<file path="src/rtl/riscv_idu.sv">
// RV32I instruction decode stage: combinational decode of the incoming IFU beat,
// registered output with a one-entry skid buffer so ifu_ready comes straight from a flop.
module riscv_idu #(
   parameter int XLEN        = 32,
   parameter bit RESET_VALID = 1'b0
) (
   input  logic            clock,
   input  logic            reset_n,
   input  logic            flush,
   input  logic            ifu_valid,
   output logic            ifu_ready,
   input  logic [XLEN-1:0] ifu_pc,
   input  logic [31:0]     ifu_instr,
   input  logic            ifu_fault,
   output logic            id_valid,
   input  logic            id_ready,
   output logic [XLEN-1:0] id_pc,
   output logic [3:0]      id_class,
   output logic [4:0]      id_rd,
   output logic [4:0]      id_rs1,
   output logic [4:0]      id_rs2,
   output logic [XLEN-1:0] id_imm,
   output logic [2:0]      id_funct3,
   output logic            id_alt,
   output logic            id_illegal,
   output logic            id_fault
);

   typedef enum logic [3:0] {
      CLS_LUI = 4'd0, CLS_AUIPC = 4'd1, CLS_JAL = 4'd2, CLS_JALR = 4'd3,
      CLS_BRANCH = 4'd4, CLS_LOAD = 4'd5, CLS_STORE = 4'd6, CLS_OPIMM = 4'd7,
      CLS_OP = 4'd8, CLS_FENCE = 4'd9, CLS_SYSTEM = 4'd10, CLS_ILLEGAL = 4'd15
   } op_class_e;

   typedef struct packed {
      logic [XLEN-1:0] pc;
      op_class_e       cls;
      logic [4:0]      rd;
      logic [4:0]      rs1;
      logic [4:0]      rs2;
      logic [XLEN-1:0] imm;
      logic [2:0]      funct3;
      logic            alt;
      logic            illegal;
      logic            fault;
   } dec_t;

   logic [6:0]      opcode;
   logic [6:0]      funct7;
   logic [2:0]      funct3;
   logic [XLEN-1:0] imm_i, imm_s, imm_b, imm_u, imm_j;

   assign opcode = ifu_instr[6:0];
   assign funct7 = ifu_instr[31:25];
   assign funct3 = ifu_instr[14:12];
   assign imm_i  = {{(XLEN-12){ifu_instr[31]}}, ifu_instr[31:20]};
   assign imm_s  = {{(XLEN-12){ifu_instr[31]}}, ifu_instr[31:25], ifu_instr[11:7]};
   assign imm_b  = {{(XLEN-13){ifu_instr[31]}}, ifu_instr[31], ifu_instr[7],
                    ifu_instr[30:25], ifu_instr[11:8], 1'b0};
   assign imm_u  = {{(XLEN-32){ifu_instr[31]}}, ifu_instr[31:12], 12'b0};
   assign imm_j  = {{(XLEN-21){ifu_instr[31]}}, ifu_instr[31], ifu_instr[19:12],
                    ifu_instr[20], ifu_instr[30:21], 1'b0};

   dec_t dec;
   logic ill;

   // NOTE: every field gets a default before the case so no path leaves a latch behind.
   always_comb begin
      dec        = '0;
      dec.pc     = ifu_pc;
      dec.funct3 = funct3;
      dec.cls    = CLS_ILLEGAL;
      ill        = 1'b0;
      unique case (opcode)
         7'b0110111: begin dec.cls = CLS_LUI;   dec.rd = ifu_instr[11:7]; dec.imm = imm_u; end
         7'b0010111: begin dec.cls = CLS_AUIPC; dec.rd = ifu_instr[11:7]; dec.imm = imm_u; end
         7'b1101111: begin dec.cls = CLS_JAL;   dec.rd = ifu_instr[11:7]; dec.imm = imm_j; end
         7'b1100111: begin
            dec.cls = CLS_JALR; dec.rd = ifu_instr[11:7]; dec.rs1 = ifu_instr[19:15];
            dec.imm = imm_i;    ill    = (funct3 != 3'd0);
         end
         7'b1100011: begin
            dec.cls = CLS_BRANCH; dec.rs1 = ifu_instr[19:15]; dec.rs2 = ifu_instr[24:20];
            dec.imm = imm_b;      ill     = (funct3 == 3'd2) || (funct3 == 3'd3);
         end
         7'b0000011: begin
            dec.cls = CLS_LOAD; dec.rd = ifu_instr[11:7]; dec.rs1 = ifu_instr[19:15];
            dec.imm = imm_i;    ill    = (funct3 == 3'd3) || (funct3 >= 3'd6);
         end
         7'b0100011: begin
            dec.cls = CLS_STORE; dec.rs1 = ifu_instr[19:15]; dec.rs2 = ifu_instr[24:20];
            dec.imm = imm_s;     ill     = (funct3 > 3'd2);
         end
         7'b0010011: begin
            dec.cls = CLS_OPIMM; dec.rd = ifu_instr[11:7]; dec.rs1 = ifu_instr[19:15];
            dec.imm = imm_i;
            if (funct3 == 3'd1) ill = (funct7 != 7'h00);
            if (funct3 == 3'd5) begin
               ill     = (funct7 != 7'h00) && (funct7 != 7'h20);
               dec.alt = ifu_instr[30];
            end
         end
         7'b0110011: begin
            dec.cls = CLS_OP; dec.rd = ifu_instr[11:7]; dec.rs1 = ifu_instr[19:15];
            dec.rs2 = ifu_instr[24:20]; dec.alt = ifu_instr[30];
            ill = !((funct7 == 7'h00) ||
                    ((funct7 == 7'h20) && ((funct3 == 3'd0) || (funct3 == 3'd5))));
         end
         7'b0001111: begin dec.cls = CLS_FENCE; dec.imm = imm_i; end
         7'b1110011: begin
            dec.cls = CLS_SYSTEM; dec.imm = imm_i;
            ill = (ifu_instr != 32'h0000_0073) && (ifu_instr != 32'h0010_0073);
         end
         default: ill = 1'b1;
      endcase
      if (ill || ifu_fault) begin
         dec.cls     = CLS_ILLEGAL;
         dec.rd      = '0;
         dec.rs1     = '0;
         dec.rs2     = '0;
         dec.imm     = '0;
         dec.alt     = 1'b0;
         dec.illegal = ill && !ifu_fault;
         dec.fault   = ifu_fault;
         if (ifu_fault) dec.funct3 = '0;
      end
   end

   dec_t out_q, skid_q;
   logic out_valid, skid_valid, ready_q;
   logic accept, load_out, skid_nxt;

   assign accept   = ifu_valid && ready_q;
   assign load_out = !out_valid || id_ready;
   assign skid_nxt = !load_out && (skid_valid || accept);

   // NOTE: state flops use non-blocking assignment so every flop samples pre-edge values.
   always_ff @(posedge clock or negedge reset_n) begin
      if (!reset_n) begin
         out_valid  <= RESET_VALID;
         skid_valid <= 1'b0;
         ready_q    <= 1'b1;
         out_q      <= '0;
         skid_q     <= '0;
      end else if (flush) begin
         out_valid  <= 1'b0;
         skid_valid <= 1'b0;
         ready_q    <= 1'b1;
      end else begin
         if (load_out) begin
            if (skid_valid) begin
               out_q     <= skid_q;
               out_valid <= 1'b1;
            end else if (accept) begin
               out_q     <= dec;
               out_valid <= 1'b1;
            end else begin
               out_valid <= 1'b0;
            end
         end else if (accept) begin
            skid_q <= dec;
         end
         skid_valid <= skid_nxt;
         ready_q    <= !skid_nxt;
      end
   end

   assign ifu_ready  = ready_q;
   assign id_valid   = out_valid;
   assign id_pc      = out_q.pc;
   assign id_class   = out_q.cls;
   assign id_rd      = out_q.rd;
   assign id_rs1     = out_q.rs1;
   assign id_rs2     = out_q.rs2;
   assign id_imm     = out_q.imm;
   assign id_funct3  = out_q.funct3;
   assign id_alt     = out_q.alt;
   assign id_illegal = out_q.illegal;
   assign id_fault   = out_q.fault;

endmodule

</file>
<file path="config.mk">
export PLATFORM = sky130hd
export DESIGN_NAME = riscv_idu
export DESIGN_NICKNAME = d
export VERILOG_FILES = /design/src/rtl/riscv_idu.sv
export SDC_FILE = /design/constraint.sdc
export NUM_CORES = 1
export LEC_CHECK = 0
export ABC_AREA = 1
export BUFFER_PORTS_ARGS = -buffer_cell sky130_fd_sc_hd__buf_4
export CAP_MARGIN = 15
export CORE_MARGIN = 10
export CORE_UTILIZATION = 51
export DETAILED_ROUTE_END_ITERATION = 6
export HOLD_SLACK_MARGIN = 0.12
export PLACE_DENSITY = 0.84
export SLEW_MARGIN = 0
export SYNTH_ARGS = -nofsm -noshare
export SYNTH_HDL_FRONTEND = slang
export SYNTH_SLANG_ARGS = --single-unit
export TNS_END_PERCENT = 1
</file>
<file path="constraint.sdc">
create_clock -name clock -period 1.8 [get_ports clock]
set_input_delay 0.27 -clock clock [delete_from_list [all_inputs] [get_ports clock]]
set_output_delay 0.27 -clock clock [all_outputs]
set_load 0.01 [all_outputs]
</file>
==> impl_metrics.csv, run 1 <==
group,metric,value,unit
worst_setup_path,crit_top_cell,"nand2_1",
placement,place_congestion,0.941,
cells_and_area,stdcell_count,1593,
placement,port_buffers,160,
power_and_ir_drop,switchingPower,2760,uW
synth,synth-seq-cells,181,
power_and_ir_drop,power_frac_clock,37.8,%
timing,rsz0062_at_grt,"false",
power_and_ir_drop,power.share.switching,27.0,%
worst_setup_path,path_buf_inv,2,
grt,track_usage,21.9,%
worst_setup_path,slowest_stage,"dfstp_2",
timing,hold_ws,0.127,ns
worst_setup_path,criticalPathCategory,"reg2reg",
synth,ys_seq_area_share,52.2,%
timing,tightest_slew,0.551,ns
route,drtAntennaViolNets,0,
synth,avgSynthCellArea,7.44,sq um
cells_and_area,fin_util,67.9,%
synth,netlist_area,8680,sq um
clocking,post-cts-setup-buffer-count,0,
cells_and_area,stdcell_area,11300,sq um
grt,grt.overflow.total,0,
clocking,clkSlewWorstSetupHoldPaths,0.07,ns
power_and_ir_drop,p_int,7480,uW
synth,synth-compound-area-share,10.2,%
grt,grt_pass1_wl,40100,microns
timing,fin_crit,1.62,ns
timing,hold_violations,0,
power_and_ir_drop,cellPowerDensity,906,nW/um^2
cells_and_area,drive_above_1_share,21.3,%
placement,postPlaceCellArea,10600,sq um
power_and_ir_drop,comb_power_share,15.8,%
route,firstDrtPassIters,6,
timing,setup_violations,0,
placement,placed_cells,1553,
die,die_w,150,microns
worst_setup_path,end_kind,"register",
worst_setup_path,cp_slowest_stage_delay,0.55,ns
worst_setup_path,worstPathRequired,2.17,ns
clocking,clk_path_buf_depth,2,
grt,grt_pass1_vias,7903,
grt,antenna_found_initial,1,
clocking,cts_made_buffers,17,
placement,dp_hpwl,17700,microns
route,vias,8326,
timing,fin_skew,0.00890,ns
clocking,insertion_delay,0.43,ns
worst_setup_path,path_delay_family,"simple AND/OR/NAND/NOR gates",
synth,syn_nets,1236,
clocking,clockRootBuffer,"clkbuf_16",
timing,fmax,0.616,GHz
worst_setup_path,cp_max_fo,57,
job,max_cap_viol_count,0,
synth,synth_top_family_by_area,"simple AND/OR/NAND/NOR gates",
synth,ys_types,26,
timing,period_share,90.3,%
timing,finalMaxSlewViolations,0,
run_status,status,"finished, final reports clean",
clocking,htreeDepth,4,
worst_setup_path,critPathArrivalTime,1.99,ns
die,die_y,150,microns
cells_and_area,fin_nets,1429,
power_and_ir_drop,seq_power_share,46.5,%
synth,synth-xor-area-share,0,%
clocking,cts_tree,"done",
die,num_io_pins,161,
timing,slew_headroom,63.3,%
grt,grt_start_max_net_pins,115,
synth,synth-simple-area-share,31.8,%
die,rows,47,
synth,synthMuxAreaShare,0,%
route,vias_per_cell,5.23,
route,drt-total-wl,24500,microns
cells_and_area,area_growth,30.2,%
worst_setup_path,worstSetupStartpointType,"register",
route,wl_per_cell,15.4,microns
die,initial_utilization,52.1,%
route,drc_errors,0,
power_and_ir_drop,p_leak,0.00643,uW
worst_setup_path,crit_chain,"a21oi_1 -> nor3_2 -> inv_4 -> buf_12 -> nor2_1 -> nand2_1 -> nand2_1",
die,die-area,22600,sq um
route,drtIter0Drc,994,
synth,netlist_instances,1166,
min_path,hold_path_class,"in2reg",
die,core,16600,sq um
synth,synthAdderAreaFrac,0,%
power_and_ir_drop,irDropWorstVdd,0.000752,V
synth,yosys_warnings,0,
clocking,cts.sinks,181,
## state kept, by name, indices dropped and copies added, names as in the netlist
register and count:
id_pc 32, skid_valid 1, id_illegal 1, skid_q 89, ifu_ready 1, id_valid 1, id_rd 5, id_alt 1
id_fault 1, id_class 4, id_rs1 5, id_rs2 5, id_funct3 3, id_imm 32
## tightest hold or removal path, cell delays in order
cell and delay, ns:
buf_4 0.07, inv_1 0.04, o21ai_0 0.14
## path summary, 6_finish.rpt
| path | cells after the start | slack [ns] | start | to |
|---|---|---|---|---|
| worst max-delay path | 7 | 0.18 | ifu_ready | id_imm[29] |
| worst min-delay path | 3 | 0.13 | ifu_pc[14] | skid_q[71] |
| worst max register to register | 7 | 0.18 | ifu_ready | id_imm[29] |
| worst min register to register | 2 | 0.48 | id_imm[23] | id_imm[23] |
| max in group asynchronous | 3 | 0.77 | reset_n | ifu_ready |
| min in group asynchronous | 2 | 0.37 | reset_n | id_class[1] |
## through the flow
stage          worst slack [ns]  total power, uW  TNS, ns
6_report                  0.175            10200        0
5_1_grt                 0.00867            10700        0
4_1_cts                   0.103            10300        0
3_5_place_dp             -0.201             6440   -10.69
3_3_place_gp             -0.191             6370    -9.64
2_1_floorplan            0.0708             5520        0
## Yosys cell counts
library cell / number / area [sq um]
a21oi_1: 7 / 35.0
a2bb2oi_1: 1 / 8.76
a31oi_1: 2 / 12.5
buf_1: 5 / 18.8
buf_4: 5 / 37.5
buf_6: 1 / 11.3
clkbuf_1: 56 / 210
clkinv_1: 2 / 7.51
dfrtp_1: 180 / 4500
dfstp_2: 1 / 26.3
inv_1: 52 / 195
inv_2: 6 / 22.5
nand2_1: 464 / 1740
nand2_2: 1 / 6.26
nand2_4: 2 / 22.5
nand3_1: 35 / 175
nand3_2: 2 / 20.0
nand4_1: 30 / 188
nor2_1: 138 / 518
nor2_2: 7 / 43.8
nor2_4: 3 / 33.8
nor3_1: 2 / 10.0
o211ai_1: 1 / 7.51
o21ai_0: 112 / 561
o21ai_1: 49 / 245
o31ai_1: 2 / 15.0
## layout by cell type, fill, tap and decap left out, drive strengths merged, types with 2 or more instances in the layout
cell type,n
a21oi,7
o31ai,2
inv,62
nand2,467
o21ai,161
nand4,30
dfrtp,180
bufinv,3
nor2,148
clkinvlp,2
clkinv,7
nand3,37
buf,234
a31oi,2
nor3,2
dlygate4sd3,7
clkbuf,18
## kinds of logic after synthesis
group,count (synthesis)
compound gates,174
buf+inv,127
flops,181
simple gates,684
## what timing repair did
item | 4_1_cts | 5_1_grt
hold endpoints to repair | 48 | 0
endpoints found under the setup margin | 0 | 49
gates resized for setup | 0 | 2
hold buffers | 7 | 0
## area by class of cell
class,instances,area (sq um)
fill,1352,5350
sequential,181,4530
multi-input combinational,858,3650
timing repair buffer,241,1990
clock buffer,18,439
tap,220,275
inverter,60,233
clock inverter,14,173
antenna,1,2.50
## power groups by stage
| stage | clock network (uW) | registers (uW) | logic (uW) |
|---|---|---|---|
| finish | 3870 | 4760 | 1610 |
| global route | 4080 | 4800 | 1820 |
| global placement | 0 | 4800 | 1570 |
| detailed placement | 0 | 4820 | 1620 |
| floorplan | 0 | 4880 | 648 |
| CTS | 3920 | 4750 | 1640 |
## metal layers
layer / GRT usage [%] / vias up / share of wire (%)
li1: - / 4081 / -
met1: 28.5 / 3876 / 42
met2: 34.9 / 316 / 47
met4: 8.55 / 0 / 2.8
met3: 5.13 / 53 / 8.0
met5: 0 / - / 0
Note: power is estimated with default switching activity, not from simulation.
==> run 2, diff against run 1 <==
- RECOVER_POWER: unset -> 100
==> impl_metrics.csv, run 2 (synthesis gave the netlist of run 1 again) <==
group,metric,value,unit
timing,fmax,0.598,GHz
placement,port_buffers,160,
grt,track_usage,21.9,%
die,core,16600,sq um
power_and_ir_drop,seq_power_share,47.3,%
timing,fin_crit,1.67,ns
worst_setup_path,r2r_setup_slack,0.13,ns
timing,hold_ws,0.127,ns
power_and_ir_drop,power.share.switching,27.4,%
timing,finalMaxSlewViolations,0,
min_path,hold_depth,3,
power_and_ir_drop,irDropWorstVdd,0.000734,V
cells_and_area,regMostFlops,"skid_q",
grt,grt_pass1_vias,7903,
worst_setup_path,reg2reg_to,"id_imm[10]",
clocking,cts_made_buffers,17,
placement,placed_cells,1553,
power_and_ir_drop,comb_power_share,14.2,%
grt,antenna_found_initial,1,
placement,place_congestion,0.941,
die,die-area,22600,sq um
timing,hold_violations,0,
timing,fin_skew,0.00952,ns
die,rows,47,
route,drc_errors,0,
route,vias,8322,
die,num_io_pins,161,
die,die_w,150,microns
power_and_ir_drop,switchingPower,2760,uW
worst_setup_path,ff2ff_path_depth,7,
cells_and_area,drive_above_1_share,14.1,%
worst_setup_path,end_kind,"register",
cells_and_area,final_common_cell,"nand2_1",
die,die_y,150,microns
power_and_ir_drop,cellPowerDensity,924,nW/um^2
clocking,insertion_delay,0.43,ns
die,initial_utilization,52.1,%
min_path,holdCritStartpoint,"ifu_pc[14]",
worst_setup_path,r2r-start,"ifu_ready",
grt,grt.overflow.total,0,
power_and_ir_drop,power_frac_clock,38.5,%
worst_setup_path,cp_max_fo,18,
min_path,hold_path_class,"in2reg",
worst_setup_path,critPathArrivalTime,2.04,ns
clocking,clockRootBuffer,"clkbuf_16",
route,drtAntennaViolNets,0,
clocking,post-cts-setup-buffer-count,0,
worst_setup_path,worstPathRequired,2.17,ns
route,firstDrtPassIters,6,
clocking,htreeDepth,4,
cells_and_area,area_growth,25.3,%
min_path,whs_endpoint,"skid_q[71]",
route,wl_per_cell,15.5,microns
route,vias_per_cell,5.22,
clocking,clkSlewWorstSetupHoldPaths,0.07,ns
worst_setup_path,worstSetupStartpointType,"register",
cells_and_area,fin_nets,1429,
clocking,cts_tree,"done",
job,max_cap_viol_count,0,
route,drtIter0Drc,911,
timing,period_share,92.9,%
cells_and_area,largest_reg_flops,89,
cells_and_area,stdcell_count,1593,
route,drt-total-wl,24600,microns
grt,grt_pass1_wl,40100,microns
power_and_ir_drop,p_leak,0.00604,uW
grt,grt_start_max_net_pins,115,
clocking,cts.sinks,181,
placement,dp_hpwl,17700,microns
cells_and_area,layout_common_cells,"464 x nand2_1, 180 x dfrtp_1, 155 x o21ai_0, 137 x nor2_1, 122 x buf_4",
run_status,status,"finished, final reports clean",
timing,rsz0062_at_grt,"false",
timing,tightest_slew,0.753,ns
timing,setup_violations,0,
clocking,clk_path_buf_depth,2,
power_and_ir_drop,p_int,7290,uW
timing,slew_headroom,49.8,%
worst_setup_path,criticalPathCategory,"reg2reg",
[run 2: cell count changes in the layout (fill, tap and decap cells not counted), moves of 2 or more]
cell	previous run	this run
clkbuf_4	0	2
buf_2	0	2
buf_6	1	3
clkbuf_2	0	2
o21ai_1	49	6
buf_4	220	122
o21ai_0	112	155
buf_12	13	8
clkbuf_1	0	95
[run 2: worst max-delay path by stage]
stage                              from     endpoint  depth (start not counted)
after CTS                     ifu_ready    id_pc[21]                          5
final                         ifu_ready   id_imm[10]                          7
after global placement     ifu_instr[1]   id_imm[27]                         15
after global routing       ifu_instr[1]  id_class[1]                         15
after floorplan               ifu_ready     id_fault                          6
after detailed placement  ifu_instr[25]  id_class[1]                         16
[run 2: final cells by class]
class	count	area [sq um]
fill	1455	5770
multi-input combinational	858	3650
clock buffer	18	439
clock inverter	14	173
antenna	1	2.50
timing repair buffer	241	1570
tap	220	275
inverter	60	233
sequential	181	4530
[run 2: critical path, stage by stage, from the launching register on]
cell and delay [ns]:
dfstp_1 0.56, a21oi_1 0.11, nor3_2 0.29, inv_4 0.11, clkbuf_4 0.25, nor2_1 0.13, nand2_1 0.09, nand2_1 0.06
[run 2: per-stage QoR]
stage	util (%)	cell area [sq um]	total power, uW	setup slack (ns)	setup TNS [ns]
final	65.3	10900	10000	0.127	0
after CTS	67.8	11300	10300	0.103	0
after floorplan	-	8680	5520	0.0708	0
after global routing	65.3	10900	10500	0.00865	0
after global placement	63.7	10600	6370	-0.191	-9.64
after detailed placement	63.7	10600	6440	-0.201	-10.69
[run 2: what timing repair did]
item	in CTS	in global routing
hold buffers	7	0
gates resized for setup	0	2
hold endpoints to repair	48	0
setup endpoints to repair	0	49
[run 2: per-layer routing]
metal  vias to the layer above  routed length, microns  track usage, %
li1                       4076                       -               -
met2                       312                   11500            34.9
met5                         -                       0               0
met3                        61                    1890            5.13
met4                         0                     697            8.55
met1                      3873                   10500            28.5
[run 2: power by group through the flow]
stage               Combinational, uW  Sequential, uW  Clock (uW)
finish                           1430            4750        3870
detailed placement               1620            4820           0
floorplan                         648            4880           0
CTS                              1640            4750        3920
global placement                 1570            4800           0
global route                     1630            4790        4080
